==> src/rtl/rc_adder.sv <==
// rc_adder: registered ripple-carry adder for the CPU datapath.
// The sum is formed by a chain of WIDTH full-adder cells with no lookahead
// and is captured in the output register on the clock edge where in_valid is high.
// Optional build macro RCADDER_FLAGS_EN adds registered Zero and Ovf flag outputs.

module rc_adder_fa (
  input  logic a,
  input  logic b,
  input  logic ci,
  output logic s,
  output logic co
);
  logic p;

  assign p  = a ^ b;
  assign s  = p ^ ci;
  assign co = (a & b) | (ci & p);
endmodule

module rc_adder #(
  parameter int WIDTH = 8
) (
  input  logic             clk,
  input  logic             rst_n,
  input  logic [WIDTH-1:0] A,
  input  logic [WIDTH-1:0] B,
  input  logic             Cin,
  input  logic             in_valid,
  output logic [WIDTH-1:0] Result,
  output logic             Cout,
`ifdef RCADDER_FLAGS_EN
  output logic             Zero,
  output logic             Ovf,
`endif
  output logic             out_valid
);

  logic [WIDTH:0]   c;
  logic [WIDTH-1:0] s;

  assign c[0] = Cin;

  for (genvar i = 0; i < WIDTH; i++) begin : g_fa
    rc_adder_fa u_fa (
      .a  (A[i]),
      .b  (B[i]),
      .ci (c[i]),
      .s  (s[i]),
      .co (c[i+1])
    );
  end

  // Capture the rippled sum and carry when operands are valid; otherwise hold them.
  always_ff @(posedge clk or negedge rst_n) begin
    if (!rst_n) begin
      Result    <= '0;
      Cout      <= 1'b0;
      out_valid <= 1'b0;
    end else begin
      out_valid <= in_valid;
      if (in_valid) begin
        Result <= s;
        Cout   <= c[WIDTH];
      end
    end
  end

`ifdef RCADDER_FLAGS_EN
  // Zero and signed-overflow flags track the same capture rule as Result.
  always_ff @(posedge clk or negedge rst_n) begin
    if (!rst_n) begin
      Zero <= 1'b0;
      Ovf  <= 1'b0;
    end else if (in_valid) begin
      Zero <= (s == '0);
      Ovf  <= c[WIDTH] ^ c[WIDTH-1];
    end
  end
`endif

endmodule

==> config.mk <==
export PLATFORM = sky130hd
export DESIGN_NAME = rc_adder
export DESIGN_NICKNAME = d
export VERILOG_FILES = /design/src/rtl/rc_adder.sv
export SDC_FILE = /design/constraint.sdc
export NUM_CORES = 1
export LEC_CHECK = 0
export BUFFER_PORTS_ARGS = -buffer_cell sky130_fd_sc_hd__buf_4
export CAP_MARGIN = 10
export CELL_PAD_IN_SITES_DETAIL_PLACEMENT = 0
export CELL_PAD_IN_SITES_GLOBAL_PLACEMENT = 1
export CORE_AREA = 2 2 48 50
export DETAILED_ROUTE_END_ITERATION = 10
export DIE_AREA = 0 0 50 52
export PLACE_DENSITY = 0.74
export SETUP_SLACK_MARGIN = 0.05
export SLEW_MARGIN = 20
export SYNTH_ARGS = -nofsm -noshare
export SYNTH_HDL_FRONTEND = slang
export SYNTH_SLANG_ARGS = --single-unit
==> constraint.sdc <==
create_clock -name clk -period 0.9 [get_ports clk]
set_clock_uncertainty 0.15 [all_clocks]
set_input_delay 0.18 -clock clk [delete_from_list [all_inputs] [get_ports clk]]
set_output_delay 0.18 -clock clk [all_outputs]
set_load 0.02 [all_outputs]
==> results.json <==
{
  "layout_min_cycle_time_ns": 3.21,
  "synth.top_cell.area_share": 0.436,
  "gp_congestion": 0.680,
  "via_per_inst": 3.95,
  "drive_gt1_frac": 0.763,
  "async_flop_share": 1.00,
  "syn_avg_cell_area_um2": 15.1,
  "fin_util": 0.476,
  "finalWorstSetupSlack_ns": -2.31,
  "worstSetupEndpointType": "register",
  "finalHoldViolations": 0,
  "clockBufferDepth": 2,
  "fin_nets": 105,
  "violations": "setup timing",
  "first_global_vias": 443,
  "yosysMostFrequentCell": "dfrtp_1",
  "path_class": "in2reg",
  "syn_to_final_growth_pct": 74.5,
  "fin_cells": 104,
  "grt_pass1_wl_mm": 1.79,
  "fp.dieH_um": 52,
  "top_usage_layer": "met2",
  "maxSlewViolCount": 0,
  "ant_nets": 0,
  "fin_crit_sh": 3.57,
  "setup_tns_ns": -13.86,
  "ys_top_cells_by_area": "dfrtp_1 (44%), fa_1 (28%), mux2_4 (16%), inv_1 (5.9%), mux2i_1 (3.5%)",
  "ys_top_cells_by_count": "dfrtp_1 (10), inv_1 (9), fa_1 (8)",
  "synth_nets": 66,
  "setup_viol": 19,
  "clock_sinks": 10,
  "diodes": 0,
  "power-per-cell-area_nw_per_um2": 1740,
  "clk_pin_slew_ns": 0.07,
  "p_leak_nw": 0.488,
  "vdd_ir_drop_max_mv": 1.17,
  "slew_headroom": 0.884,
  "netlist-cell-type-count": 8,
  "grt_start_max_net_pins": 11,
  "use_met2": 0.154,
  "synth_edf_count": 0,
  "ys.flop_type": "dfrtp_1",
  "rows": 17,
  "grt_util_met1": 0.113,
  "worst_pin_slew_ns": 0.174,
  "fmax_mhz": 312,
  "routedWlPerCell_um": 10.2,
  "vias": 411,
  "preCtsSetupSlack_ns": -2.63,
  "tritoncts": "built",
  "grtUsageMet3": 0.0259,
  "clk_latency_ns": 0.26,
  "worstPathRequired_ns": 0.94,
  "hold_path_class": "in2reg",
  "die_w_um": 50,
  "root_buffer": "clkbuf_4",
  "firstDrtPassIters": 1,
  "n_fill_cell": 195,
  "grt_usage": 0.0932,
  "maxCapViolCount": 0,
  "dieArea_um2": 2600,
  "cts_htree_levels": 1,
  "numPortBuffers": 29,
  "rsz0062_at_grt": "yes",
  "cp_max_fo": 1,
  "wirelength_mm": 1.06,
  "status": "complete, but fails checks",
  "drt_iter0_drc": 0,
  "yosysTopAreaCell": "dfrtp_1",
  "placed_cells": 95,
  "drc": 0,
  "ys_seq_area_frac": 0.436,
  "start_util": 0.273,
  "cts_buffers": 3,
  "arrival_ns": 3.25,
  "io_pins": 30,
  "syn_inst": 38,
  "yosysWarnings": 0,
  "crit_path_start_kind": "input pin",
  "core_area_um2": 2110,
  "grt_overflow": 0,
  "ys_seq_elements": 10,
  "syn_area_um2": 574,
  "antenna_found_initial": 0
}
[power breakdown]
part           total, mW  leakage [nW]  switching [mW]  internal, mW
sequential         0.611         0.116          0.0683         0.543
clock              0.398        0.0210           0.152         0.246
combinational      0.739         0.350           0.294         0.445
[critical path, stage by stage]
cell	delay [ns]
buf_8	0.11
inv_12	0.04
fa_2	0.18
inv_2	0.04
fa_2	0.33
fa_2	0.36
fa_2	0.34
fa_2	0.36
fa_2	0.35
fa_2	0.35
inv_2	0.06
fa_1	0.40
mux2i_1	0.14
[final cells by class]
cell class	instances	area (um^2)	share of cell area
clock buffer	4	36.3	0.0362
inverter	9	51.3	0.0512
timing repair buffer	35	322	0.321
sequential	10	250	0.250
multi-input combinational	18	308	0.307
tap	28	35.0	0.0350
[cell usage in the layout, fill, tap and decap left out, types with 2 or more instances in the layout]
cell,count
buf_4,20
mux2i_1,2
dfrtp_1,10
buf_6,13
mux2_4,6
clkbuf_4,3
fa_2,7
inv_2,3
inv_1,4
[metal layers]
| metal | wire [um] | share of wire |
|---|---|---|
| met1 | 386 | 0.37 |
| met3 | 59 | 0.056 |
| met5 | 0 | 0 |
| met2 | 590 | 0.56 |
| met4 | 19 | 0.018 |
[state kept, by name, summed over array words and instances, names as in the netlist]
signal     count
Result         8
out_valid      1
Cout           1
[stage by stage]
step / hold WS (ns) / total power, mW / instance area, um^2
6_report: 0.0714 / 1.75 / 1000
2_1_floorplan: -0.266 / 0.926 / 609
3_3_place_gp: -0.135 / 1.20 / 858
5_1_grt: 0.0885 / 1.84 / 1000
3_5_place_dp: -0.130 / 1.21 / 858
4_1_cts: 0.0583 / 1.74 / 976
[worst paths after layout]
path                            cells after the start        end  startpoint  slack [ns]
max in group asynchronous                           2  Result[5]       rst_n        0.33
min in group asynchronous                           2  Result[2]       rst_n        0.13
worst min-delay path                                2  Result[0]    in_valid        0.07
worst min register to register                      1  Result[3]   Result[3]        0.38
worst max-delay path                               13  Result[7]        A[0]       -2.31
worst max register to register                      2  Result[5]   Result[5]       -0.15
[cells by family after synthesis]
group,Yosys count,synth area share
simple gates,1,0.00653
compound gates,1,0.00871
fa+ha+maj,8,0.279
flops,10,0.436
mux,8,0.192
buf+inv,10,0.0784
[what timing repair did]
item | in CTS | in global routing
resized for setup | 15 | 3
buffers inserted | 2 | 2
hold buffers | 1 | 0
hold endpoints to repair | 10 | 0
setup endpoints to repair | 19 | 19
No activity file was read; power rests on OpenSTA's default activity.
